===== src/rtl/join_sync_param.sv =====
// join_sync_param: clocked N-way join with per-channel token slots, runtime enable mask and full-throughput bypass
// Ports:
//   clk, rst (async, active-low)
//   req_in/ack_in/data_in : per-channel input handshakes, channel i data at [i*width +: width]
//   en_mask               : channels taking part in the join, sampled combinationally
//   req_out/ack_out       : joined token handshake carrying data_out and mask_out
//   timeout/timeout_clr   : sticky stall flag and its synchronous clear
// Optional feature macro: JOIN_TIMEOUT_EN builds the stall counter; otherwise timeout is tied to 0.
module join_sync_param #(
  parameter int size = 2,
  parameter int width = 8,
  parameter int timeout_cycles = 255
) (
  input  logic                    clk,
  input  logic                    rst,
  input  logic [size-1:0]         req_in,
  output logic [size-1:0]         ack_in,
  input  logic [size*width-1:0]   data_in,
  input  logic [size-1:0]         en_mask,
  output logic                    req_out,
  input  logic                    ack_out,
  output logic [size*width-1:0]   data_out,
  output logic [size-1:0]         mask_out,
  output logic                    timeout,
  input  logic                    timeout_clr
);
  logic [size-1:0] tok_q, tok_d, xfer, drain;
  logic [size*width-1:0] dat_q, dat_d, data_out_q, data_out_d;
  logic [size-1:0] mask_out_q, mask_out_d;
  logic out_vld_q, out_vld_d, fire;
  always_comb begin
    fire = (|en_mask) & (&(tok_q | ~en_mask)) & (~out_vld_q | ack_out);
    drain = {size{fire}} & en_mask;
    // a slot emptied by this cycle's fire may refill on the same edge
    ack_in = {size{rst}} & (~tok_q | drain);
    xfer = req_in & ack_in;
    tok_d = (tok_q & ~drain) | xfer;
    out_vld_d = fire | (out_vld_q & ~ack_out);
    mask_out_d = fire ? en_mask : mask_out_q;
    dat_d = dat_q;
    data_out_d = data_out_q;
    for (int i = 0; i < size; i++) begin
      if (xfer[i]) dat_d[i*width +: width] = data_in[i*width +: width];
      if (fire) data_out_d[i*width +: width] = en_mask[i] ? dat_q[i*width +: width] : '0;
    end
  end
  always_ff @(posedge clk or negedge rst)
    if (!rst) begin
      tok_q <= '0;
      dat_q <= '0;
      out_vld_q <= 1'b0;
      data_out_q <= '0;
      mask_out_q <= '0;
    end else begin
      tok_q <= tok_d;
      dat_q <= dat_d;
      out_vld_q <= out_vld_d;
      data_out_q <= data_out_d;
      mask_out_q <= mask_out_d;
    end
  assign req_out = out_vld_q;
  assign data_out = data_out_q;
  assign mask_out = mask_out_q;
`ifdef JOIN_TIMEOUT_EN
  localparam int cw = $clog2(timeout_cycles + 1);
  localparam logic [cw-1:0] tmax = cw'(timeout_cycles);
  logic [cw-1:0] cnt_q, cnt_d;
  logic timeout_q, timeout_d;
  always_comb begin
    cnt_d = (fire | ~|(tok_q & en_mask)) ? '0 : (cnt_q == tmax ? cnt_q : cnt_q + 1'b1);
    timeout_d = ~timeout_clr & (timeout_q | (cnt_d == tmax));
  end
  always_ff @(posedge clk or negedge rst)
    if (!rst) begin
      cnt_q <= '0;
      timeout_q <= 1'b0;
    end else begin
      cnt_q <= cnt_d;
      timeout_q <= timeout_d;
    end
  assign timeout = timeout_q;
`else
  localparam int unused_timeout_cycles = timeout_cycles;
  logic unused_clr;
  assign unused_clr = timeout_clr;
  assign timeout = 1'b0;
`endif
endmodule


===== config.mk =====
export PLATFORM = sky130hd
export DESIGN_NAME = join_sync_param
export DESIGN_NICKNAME = d
export VERILOG_FILES = /design/src/rtl/join_sync_param.sv
export SDC_FILE = /design/constraint.sdc
export NUM_CORES = 1
export LEC_CHECK = 0
export ABC_AREA = 1
export BUFFER_PORTS_ARGS = -buffer_cell sky130_fd_sc_hd__buf_2
export CORE_MARGIN = 5
export CORE_UTILIZATION = 49
export DETAILED_ROUTE_END_ITERATION = 7
export PLACE_DENSITY = 0.74
export SETUP_SLACK_MARGIN = 0.15
export SLEW_MARGIN = 5
export SYNTH_ARGS = -nofsm -noshare
export SYNTH_HDL_FRONTEND = slang
export SYNTH_SLANG_ARGS = --single-unit

===== constraint.sdc =====
create_clock -name clk -period 2.4 [get_ports clk]
set_input_delay 0.24 -clock clk [delete_from_list [all_inputs] [get_ports clk]]
set_output_delay 0.24 -clock clk [all_outputs]
set_load 0.05 [all_outputs]

## Word level (Yosys, flattened, before mapping)

Cells that the tools add are included.

- Mux-type cells: 2
- Add/subtract/negate cells: 0
- Shift-type cells: 0
- Reductions and logical operators: 2
- Bitwise operators: 17
- Equality and inequality tests: 0
- Divide/modulo/power cells: 0
- $mul: 0
- Order comparisons: 0

Operator list:

| operator | number |
|---|---|
| 2-to-1 mux 8 bit | 2 |
| bitwise AND 2 bit | 4 |
| NOT 2 bit | 3 |
| OR 2 bit | 3 |
| bitwise AND 1 bit | 3 |
| NOT 1 bit | 2 |
| OR 1 bit | 2 |
| AND reduction 2 bit | 1 |
| OR reduction 2 bit | 1 |

- Memories: 0
- Memory bits (writable): 0
- Latch bits: 0
- Output and inout port bits: 22
- ROM bits: 0
- Word-level logic and storage cells: 27
- Register bits after elaboration: 37

## Logic depth before layout (Yosys ltp)

Gate-level depths: netlist of the first run.

- Word-level depth: 10
- Gate-level depth with buffers: 8
- Depth with buffers taken out: 8

## Worst setup path after synthesis of the first run

Ideal clock, no wire load.

- Path kind: register to output
- Start point: register out_vld_q, in the netlist req_out
- End point: output port ack_in[0]
- Stages on the path, launching flop included: 4
- Path slack: 0.392 ns
- Data arrival time: 1.768 ns
- Cells stage by stage: dfrtp_1 > nand2_1 > nand4_1 > a21oi_1

- Cells in the longest elaborated chain, start to end: 6

Ends and longest elaborated chain:

| item | line | RTL |
|---|---|---|
| start, declared | 30 | `logic out_vld_q, out_vld_d, fire;` |
| start signal, assigned | 57 | `out_vld_q <= out_vld_d;` |
| NOT 1 bit | 32 | `fire = (\|en_mask) & (&(tok_q \| ~en_mask)) & (~out_vld_q \| ack_out);` |
| OR 1 bit | 32 |  |
| bitwise AND 1 bit | 32 |  |
| bitwise AND 2 bit | 33 | `drain = {size{fire}} & en_mask;` |
| OR 2 bit | 35 | `ack_in = {size{rst}} & (~tok_q \| drain);` |
| bitwise AND 2 bit | 35 |  |
| end, declared | 17 | `output logic [size-1:0] ack_in,` |

No other way between the ends.

## Final worst setup path of the first run

- Start point: register tok_q[1]
- End point: output port ack_in[1]

- Cells in the longest elaborated chain, start to end: 7
- Elaborated cells between the ends (all ways): 8
- Classes of those cells: bitwise (7); reduce/logical (1)

Ends and longest elaborated chain:

| item | line | RTL |
|---|---|---|
| start, declared | 27 | `logic [size-1:0] tok_q, tok_d, xfer, drain;` |
| start signal, assigned | 55 | `tok_q <= tok_d;` |
| OR 2 bit | 32 |  |
| AND reduction 2 bit | 32 |  |
| bitwise AND 1 bit (2 in a row) | 32 |  |
| bitwise AND 2 bit | 33 |  |
| OR 2 bit * | 35 |  |
| bitwise AND 2 bit * | 35 |  |

Every way passes the cells marked *; elsewhere a longest branch is shown, timed or not.

==> impl_metrics.env, run 1 <==
export IMPL_drv_slew=0
export IMPL_whs_path_depth=3
export IMPL_wire_per_inst_microns=11.7
export IMPL_vias_per_cell=4.67
export IMPL_fin_crit_ps=1860
export IMPL_p_leak_nw=1.02
export IMPL_regArea_sq_um=926
export IMPL_ir_drop_uv=549
export IMPL_grt_start_max_net_pins=30
export IMPL_rrSetupSlack_ps=840
export IMPL_cts_max_path_buffers=2
export IMPL_worst_slack_ps=539
export IMPL_path_class="reg -> out"
export IMPL_hp_class="in -> reg"
export IMPL_setup_viol=0
export IMPL_synth_top_area_cell="dfrtp_1"
export IMPL_syn_inst=170
export IMPL_cp_slowest_stage_delay_ps=420
export IMPL_dr_pass1_iters=4
export IMPL_ios=46
export IMPL_powerDensity_nw_per_um2=1410
export IMPL_place_area_sq_um=1900
export IMPL_multi_input_area_sq_um=583
export IMPL_grt_pass1_vias=1123
export IMPL_critical_path_top_delay_family="flip-flops"
export IMPL_worstSetupEndpointType="output port"
export IMPL_cts_tree="yes"
export IMPL_cp_slowest_cell="dfrtp_1"
export IMPL_switchingPower_mw=1.38
export IMPL_instances_no_fill=261
export IMPL_comb_power_share=0.493
export IMPL_dp_cells=252
export IMPL_maxCapViolCount=0
export IMPL_yosys_warnings=0
export IMPL_vias=1220
export IMPL_fin_crit_sh=0.775
export IMPL_synthArstFlopShare=1.00
export IMPL_r2r_end="data_out[3]"
export IMPL_htreeDepth=2
export IMPL_ys_seq_elements=37
export IMPL_num_antenna_cells=0
export IMPL_netlist_area_sq_um=1680
export IMPL_root_buffer="clkbuf_4"
export IMPL_cts_resized=0
export IMPL_cp_max_fo=3
export IMPL_nets=238
export IMPL_status="complete, no violations"
export IMPL_totalPowerFinal_mw=2.77
export IMPL_place_port_buffers=43
export IMPL_die_w_microns=68.5
export IMPL_seqPwrFrac=0.398
export IMPL_r2r_start="tok_q[1]"
export IMPL_path_cells="nor2_1 > nor2_4 > nand4_1 > a21oi_1 > buf_2"
export IMPL_clkPwrFrac=0.108
export IMPL_ys_types=21
export IMPL_synth_ff_type="dfrtp_1"
export IMPL_min_to="dat_q[13]"
export IMPL_synth_commonest_cells="dfrtp_1, nand2_1, inv_1"
export IMPL_fin_skew_ps=7.43
export IMPL_clkSinkCount=37
export IMPL_grt_pass1_wl_microns=5170
export IMPL_rr_worst_depth=7
export IMPL_holdCritStartpoint="data_in[13]"
export IMPL_initial_utilization=0.506
export IMPL_fmax_ghz=0.537
export IMPL_grt_usage=0.153
export IMPL_hold_viol=0
export IMPL_fin_area_sq_um=1960
export IMPL_cp_arrival_ps=1620
export IMPL_place_ws_ps=807
export IMPL_clk_pin_slew_ps=100
export IMPL_drt_iter0_drc=70
export IMPL_ant_nets=0
export IMPL_area_delta_synth_final_pct=16.9
export IMPL_syn_nets=194
export IMPL_overflow=0
export IMPL_rows=21
export IMPL_cp_required_ps=2160
export IMPL_yosys_top_cells_area="dfrtp_1, nand2_1, nand4_1, o21ai_2, inv_1"
export IMPL_synth_edf_count=0
export IMPL_insertion_delay_ps=330
export IMPL_avgSynthCellArea_sq_um=9.86
export IMPL_hpwl_microns=2330
export IMPL_drcViolationCount=0
export IMPL_synth_seq_area_share=0.553
export IMPL_antenna_found_initial=0
export IMPL_num_fill_cells=322
export IMPL_synth_top_area_frac=0.553
export IMPL_wl_microns=3040
export IMPL_core_area_sq_um=3310
export IMPL_rsz0062_at_grt="false"
export IMPL_setup_tns_ps=0
export IMPL_drive_above_1_share=0.326
export IMPL_cts_buffers=5
export IMPL_switching_share=0.499
export IMPL_worst_setup_path_start_kind="register"
export IMPL_p_int_mw=1.39
export IMPL_place_congestion=0.699
export IMPL_die_h_microns=68.5
export IMPL_die_area_sq_um=4690
export IMPL_crit_buf_inv=1
-- routing by layer --
metal | routed length, microns | GRT usage | vias up
met2 | 1320 | 0.200 | 29
met4 | 60 | 0.0744 | 0
li1 | - | - | 646
met1 | 1490 | 0.226 | 538
met5 | 0 | 0 | -
met3 | 176 | 0.0443 | 7
-- power by group through the flow --
| stage | logic (mW) | clock network (mW) | registers (mW) |
|---|---|---|---|
| final | 1.37 | 0.300 | 1.10 |
| after global routing | 1.49 | 0.336 | 1.15 |
| after CTS | 1.39 | 0.307 | 1.11 |
| after detailed placement | 1.38 | 0 | 1.12 |
| after global placement | 1.36 | 0 | 1.11 |
| after floorplan | 0.558 | 0 | 1.62 |
-- placed cells by master, fill, tap and decap left out --
cell type,n
a21oi_1,2
a21oi_4,1
buf_12,1
buf_2,43
buf_4,2
clkbuf_1,3
clkbuf_4,5
conb_1,1
dfrtp_1,37
dlygate4sd3_1,1
inv_1,22
nand2_1,37
nand2_2,1
nand2_4,2
nand3_1,16
nand3_4,2
nand4_1,18
nor2_1,1
nor2_4,2
o21ai_0,6
o21ai_1,1
o21ai_2,11
-- cell type report --
cell class              count  share of cell area
flip-flops and latches     37               0.473
multi-input cells         101               0.298
repair buffers             47               0.133
inverters                  22              0.0422
well taps                  46              0.0294
clock buffers               8              0.0249
-- stage by stage --
step / utilization / hold slack (ps)
4_1_cts: 0.591 / 140
2_1_floorplan: - / -55.6
5_1_grt: 0.591 / 136
3_3_place_gp: 0.574 / 261
3_5_place_dp: 0.574 / 264
6_report: 0.591 / 149
-- what timing repair did --
item,4_1_cts,5_1_grt
hold buffers,1,0
hold endpoints to repair,8,0
setup buffers,0,0
-- worst max-delay path by stage --
| stage | to | cells past startpoint | from |
|---|---|---|---|
| 2_1_floorplan | ack_in[0] | 3 | req_out |
| 3_5_place_dp | data_out[4] | 9 | en_mask[1] |
| 3_3_place_gp | ack_in[1] | 7 | en_mask[1] |
| 6_report | ack_in[1] | 5 | tok_q[1] |
| 4_1_cts | ack_in[1] | 5 | tok_q[0] |
| 5_1_grt | ack_in[1] | 5 | tok_q[1] |
-- worst register-to-register path: cells and delay by family (launching register included) --
kind | cells | cell delay (ps)
AO/OA/AOI/OAI | 2 | 490
flip-flops | 1 | 420
buffers and inverters | 1 | 220
AND/OR/NAND/NOR | 4 | 340
-- state kept, by name, indices dropped and copies added (netlist names) --
register and flops:
dat_q 16, tok_q 2, req_out 1, mask_out 2, data_out 16
-- logic make-up after synthesis --
group | after synthesis | synth area share
and+or+nand+nor | 79 | 0.252
DFF | 37 | 0.553
buffers and inverters | 32 | 0.0993
other | 1 | 0.00224
AOI/OAI and AO/OA | 21 | 0.0941
Note: power is estimated with default switching activity, not from simulation.
==> run 2: changes to the inputs <==
- clock period: 2.4 -> 1.8 ns (I/O delays scaled with it)
==> run 2 against run 1 <==
- flip-flop and latch count unchanged
- register-to-register slack got worse by 680 ps
- total power increased by 43%
- final cell count increased by 2.7%
- global-route usage increased by 1.3 points
- die area unchanged
- critical path depth decreased by 1
- combinational power increased by 46%
- via count increased by 9.0%
- core utilization increased by 4.8 points
- design area increased by 8.1%
- largest power group unchanged
==> impl_metrics.env, run 2 (same netlist as run 1, synthesis figures left out) <==
export IMPL_p_leak_nw=1.08
export IMPL_rsz0062_at_grt="true"
export IMPL_setup_tns_ps=0
export IMPL_path_cells="nand2_2 > nand4_1 > a21oi_4 > buf_6"
export IMPL_grtUsageMet3=0.0394
export IMPL_status="complete, no violations"
export IMPL_cp_max_fo=3
export IMPL_cts_max_path_buffers=2
export IMPL_cts_tree="yes"
export IMPL_hpwl_microns=2320
export IMPL_path_class="reg -> out"
export IMPL_insertion_delay_ps=340
export IMPL_die_h_microns=68.5
export IMPL_hold_viol=0
export IMPL_vias_per_cell=4.96
export IMPL_drt_iter0_drc=45
export IMPL_grt_pass1_vias=1310
export IMPL_setup_viol=0
export IMPL_root_buffer="clkbuf_4"
export IMPL_fin_crit_ps=1730
export IMPL_multi_input_area_sq_um=637
export IMPL_grt_use_met1=0.204
export IMPL_drv_slew=0
export IMPL_groute_layer_met2_usage=0.265
export IMPL_grt_pass1_wl_microns=5680
export IMPL_grt_usage=0.165
export IMPL_htreeDepth=2
export IMPL_num_fill_cells=298
export IMPL_area_delta_synth_final_pct=26.4
export IMPL_num_antenna_cells=0
export IMPL_top_usage_layer="met2"
export IMPL_cp_slowest_stage_delay_ps=430
export IMPL_die_w_microns=68.5
export IMPL_wire_per_inst_microns=12.6
export IMPL_place_port_buffers=43
export IMPL_layout_commonest_cell="buf_2"
export IMPL_drcViolationCount=0
export IMPL_vias=1330
export IMPL_worst_setup_path_start_kind="register"
export IMPL_overflow=0
export IMPL_critical_path_top_delay_family="flip-flops"
export IMPL_cts_buffers=5
export IMPL_ios=46
export IMPL_hp_class="in -> reg"
export IMPL_dr_pass1_iters=4
export IMPL_cp_arrival_ps=1550
export IMPL_clk_pin_slew_ps=110
export IMPL_ir_drop_uv=762
export IMPL_initial_utilization=0.506
export IMPL_place_congestion=0.754
export IMPL_fin_skew_ps=5.39
export IMPL_nets=245
export IMPL_drive_above_1_share=0.419
export IMPL_fin_crit_sh=0.959
export IMPL_powerDensity_nw_per_um2=1870
export IMPL_fmax_ghz=0.579
export IMPL_cp_slowest_cell="dfrtp_1"
export IMPL_worstSetupEndpointType="output port"
export IMPL_maxCapViolCount=0
export IMPL_rows=21
export IMPL_die_area_sq_um=4690
export IMPL_core_area_sq_um=3310
export IMPL_regArea_sq_um=928
export IMPL_grt_start_max_net_pins=35
export IMPL_cp_required_ps=1620
export IMPL_instances_no_fill=268
export IMPL_clkSinkCount=37
export IMPL_wl_microns=3370
export IMPL_final_cell_mix="buf_2, dfrtp_1, nand2_1"
export IMPL_dp_cells=253
export IMPL_post_route_util=0.639
export IMPL_antenna_found_initial=0
export IMPL_crit_buf_inv=1
export IMPL_ant_nets=0
[run 2: through the flow]
step	cell area (sq um)	hold slack [ps]	setup slack [ps]	total power, mW
4_1_cts	2050	67.9	84.0	3.91
5_1_grt	2120	69.6	-15.9	4.22
3_3_place_gp	1940	45.1	288	3.32
6_report	2120	72.5	73.5	3.96
3_5_place_dp	1940	41.8	256	3.36
2_1_floorplan	1700	-116	220	2.94
[run 2: where the power goes]
| group | total [mW] | leakage [nW] | internal, mW | switching (mW) |
|---|---|---|---|---|
| Combinational | 2.00 | 0.570 | 0.567 | 1.43 |
| Sequential | 1.46 | 0.469 | 1.23 | 0.234 |
| Clock | 0.496 | 0.0413 | 0.226 | 0.269 |
| Total | 3.96 | 1.08 | 2.02 | 1.93 |
[run 2: final timing paths]
path	startpoint	end	slack (ps)	cells past startpoint
max	req_out	ack_in[0]	70	4
min	data_in[12]	dat_q[12]	70	3
max reg2reg	req_out	dat_q[11]	160	9
min reg2reg	dat_q[4]	dat_q[4]	480	2
max in group asynchronous	rst	tok_q[1]	1130	3
min in group asynchronous	rst	dat_q[15]	210	2
[run 2: per-layer routing]
layer / vias up / part of all wire
met5: - / 0
li1: 663 / -
met4: 0 / 0.019
met3: 7 / 0.050
met1: 628 / 0.45
met2: 32 / 0.48
[run 2: tightest hold or removal path: cells and delay by family]
| kind | cells | cell delay [ps] |
|---|---|---|
| simple gates | 2 | 120 |
| buf+inv | 1 | 90 |
[run 2: area by class of cell]
| type | instances | share of cell area |
|---|---|---|
| Inverter | 22 | 0.0390 |
| Timing Repair Buffer | 54 | 0.161 |
| Clock buffer | 7 | 0.0307 |
| Multi-Input combinational cell | 101 | 0.301 |
| Clock inverter | 1 | 0.00236 |
| Sequential cell | 37 | 0.439 |
| Tap cell | 46 | 0.0272 |
[run 2: what timing repair did]
action	4_1_cts	5_1_grt
pin swaps	1	14
endpoints found under the setup margin	2	2
setup buffers	2	4
hold buffers	1	0
gates resized for setup	5	12
hold endpoints to repair	37	0
==> run 3: changes to the inputs <==
==> constraint.sdc (replaced) <==
create_clock -name clk -period 1.8 [get_ports clk]
set_input_delay 0.18 -clock clk [delete_from_list [all_inputs] [get_ports clk]]
set_output_delay 0.18 -clock clk [all_outputs]
set_load 0.02 [all_outputs]
==> run 3 against run 2 <==
- via count down 4.4%
- fmax up 8.9%
- largest power group is now sequential cells
- combinational power down 28%
- highest routed layer unchanged
- final cell count up 0.37%
- critical endpoint is now ack_in[1]
- sequential share of layout area up 1.5 points
- clock skew up 0.53 ps
- critical path type unchanged
- first-iteration DRC count down 22%
- sequential power about the same
- worst hold slack better by 16 ps
- clock power down 2%
- non-clock buffer count up 1
==> impl_metrics.env, run 3 (same netlist as run 1, synthesis figures left out) <==
export IMPL_layout_commonest_cell="buf_2"
export IMPL_insertion_delay_ps=330
export IMPL_maxCapViolCount=0
export IMPL_ir_drop_uv=651
export IMPL_p_leak_nw=1.07
export IMPL_overflow=0
export IMPL_drcViolationCount=0
export IMPL_path_cells="nor2_1 > nor2_4 > nand4_1 > a21oi_2 > buf_2"
export IMPL_cts_tree="yes"
export IMPL_fin_crit_ps=1580
export IMPL_cp_slowest_cell="dfrtp_1"
export IMPL_cts_buffers=5
export IMPL_place_congestion=0.695
export IMPL_rr_worst_depth=7
export IMPL_initial_utilization=0.506
export IMPL_num_antenna_cells=0
export IMPL_grt_pass1_vias=1135
export IMPL_r2r_start="tok_q[1]"
export IMPL_clk_pin_slew_ps=110
export IMPL_die_area_sq_um=4690
export IMPL_dp_cells=254
export IMPL_instances_no_fill=269
export IMPL_crit_end="ack_in[1]"
export IMPL_cp_startpoint="tok_q[1]"
export IMPL_ios=46
export IMPL_wire_per_inst_microns=12.1
export IMPL_powerDensity_nw_per_um2=1640
export IMPL_antenna_found_initial=0
export IMPL_grt_pass1_wl_microns=5220
export IMPL_cp_slowest_stage_delay_ps=380
export IMPL_rsz0062_at_grt="false"
export IMPL_fmax_ghz=0.631
export IMPL_cp_arrival_ps=1400
export IMPL_die_w_microns=68.5
export IMPL_final_cell_mix="buf_2, nand2_1, dfrtp_1"
export IMPL_drt_iter0_drc=35
export IMPL_setup_tns_ps=0
export IMPL_cp_max_fo=3
export IMPL_grt_usage=0.151
export IMPL_hold_viol=0
export IMPL_vias_per_cell=4.72
export IMPL_status="complete, no violations"
export IMPL_fin_crit_sh=0.880
export IMPL_place_area_sq_um=1910
export IMPL_fin_skew_ps=5.92
export IMPL_vias=1271
export IMPL_root_buffer="clkbuf_4"
export IMPL_htreeDepth=2
export IMPL_wl_microns=3250
export IMPL_fin_area_sq_um=2040
export IMPL_dr_pass1_iters=4
export IMPL_cp_required_ps=1620
export IMPL_hpwl_microns=2330
export IMPL_rrSetupSlack_ps=400
export IMPL_totalPowerFinal_mw=3.36
export IMPL_clkSinkCount=37
export IMPL_num_fill_cells=306
export IMPL_hp_class="in -> reg"
export IMPL_drive_above_1_share=0.372
export IMPL_nets=246
export IMPL_whs_ps=88.9
export IMPL_cts_max_path_buffers=2
export IMPL_rows=21
export IMPL_worstSetupEndpointType="output port"
export IMPL_drv_slew=0
export IMPL_worst_setup_path_start_kind="register"
export IMPL_grt_start_max_net_pins=28
export IMPL_r2r_end="data_out[5]"
export IMPL_area_delta_synth_final_pct=22.0
export IMPL_ant_nets=0
export IMPL_path_class="reg -> out"
export IMPL_core_area_sq_um=3310
export IMPL_place_port_buffers=43
export IMPL_setup_viol=0
export IMPL_die_h_microns=68.5
-- run 3: cell types whose count changed in the layout (fill, tap and decap cells not counted), sizes merged --
cell,previous run,this run
buf,53,54
-- run 3: worst min path at each step --
| stage | to | slack [ps] | cells after the start | start |
|---|---|---|---|---|
| finish | dat_q[10] | 90 | 3 | data_in[10] |
| global route | dat_q[1] | 80 | 3 | data_in[1] |
| CTS | dat_q[10] | 80 | 3 | data_in[10] |
| detailed placement | dat_q[15] | 40 | 1 | rst |
| global placement | dat_q[15] | 40 | 1 | rst |
| floorplan | dat_q[0] | -120 | 0 | rst |
-- run 3: where the power goes --
part | switching [mW] | internal [mW]
clock | 0.258 | 0.226
combinational | 0.892 | 0.543
sequential | 0.216 | 1.23
total | 1.37 | 2.00
-- run 3: repair_timing --
item | in CTS | in global routing
endpoints found under the hold margin | 5 | 0
gates cloned | 0 | 0
endpoints found under the setup margin | 2 | 2
resized for setup | 0 | 2
pin swaps | 0 | 0
setup buffers | 2 | 4
hold buffers | 1 | 0
-- run 3: layer usage --
layer	track usage	part of all wire	up-vias
met5	0	0	-
met4	0.0596	0.0046	0
met3	0.0427	0.066	2
met2	0.204	0.44	33
met1	0.224	0.49	570
li1	-	-	666
-- run 3: area by class of cell --
type	instances	area, sq um	area share
clock buffers	7	65.1	0.0318
repair buffers	55	320	0.157
inverters	22	82.6	0.0404
multi-input cells	101	587	0.287
well taps	46	57.6	0.0282
clock inverters	1	5.00	0.00245
flip-flops and latches	37	927	0.453
-- run 3: stage by stage --
stage,worst slack [ps],utilization
3_5_place_dp,352,0.578
4_1_cts,154,0.607
6_report,215,0.618
2_1_floorplan,431,-
3_3_place_gp,380,0.578
5_1_grt,102,0.618
-- run 3: critical path: cells and delay by family (launching register included) --
family          cells  cell delay, ps
simple gates        3             350
compound gates      1             170
buf+inv             1             180
flops               1             380
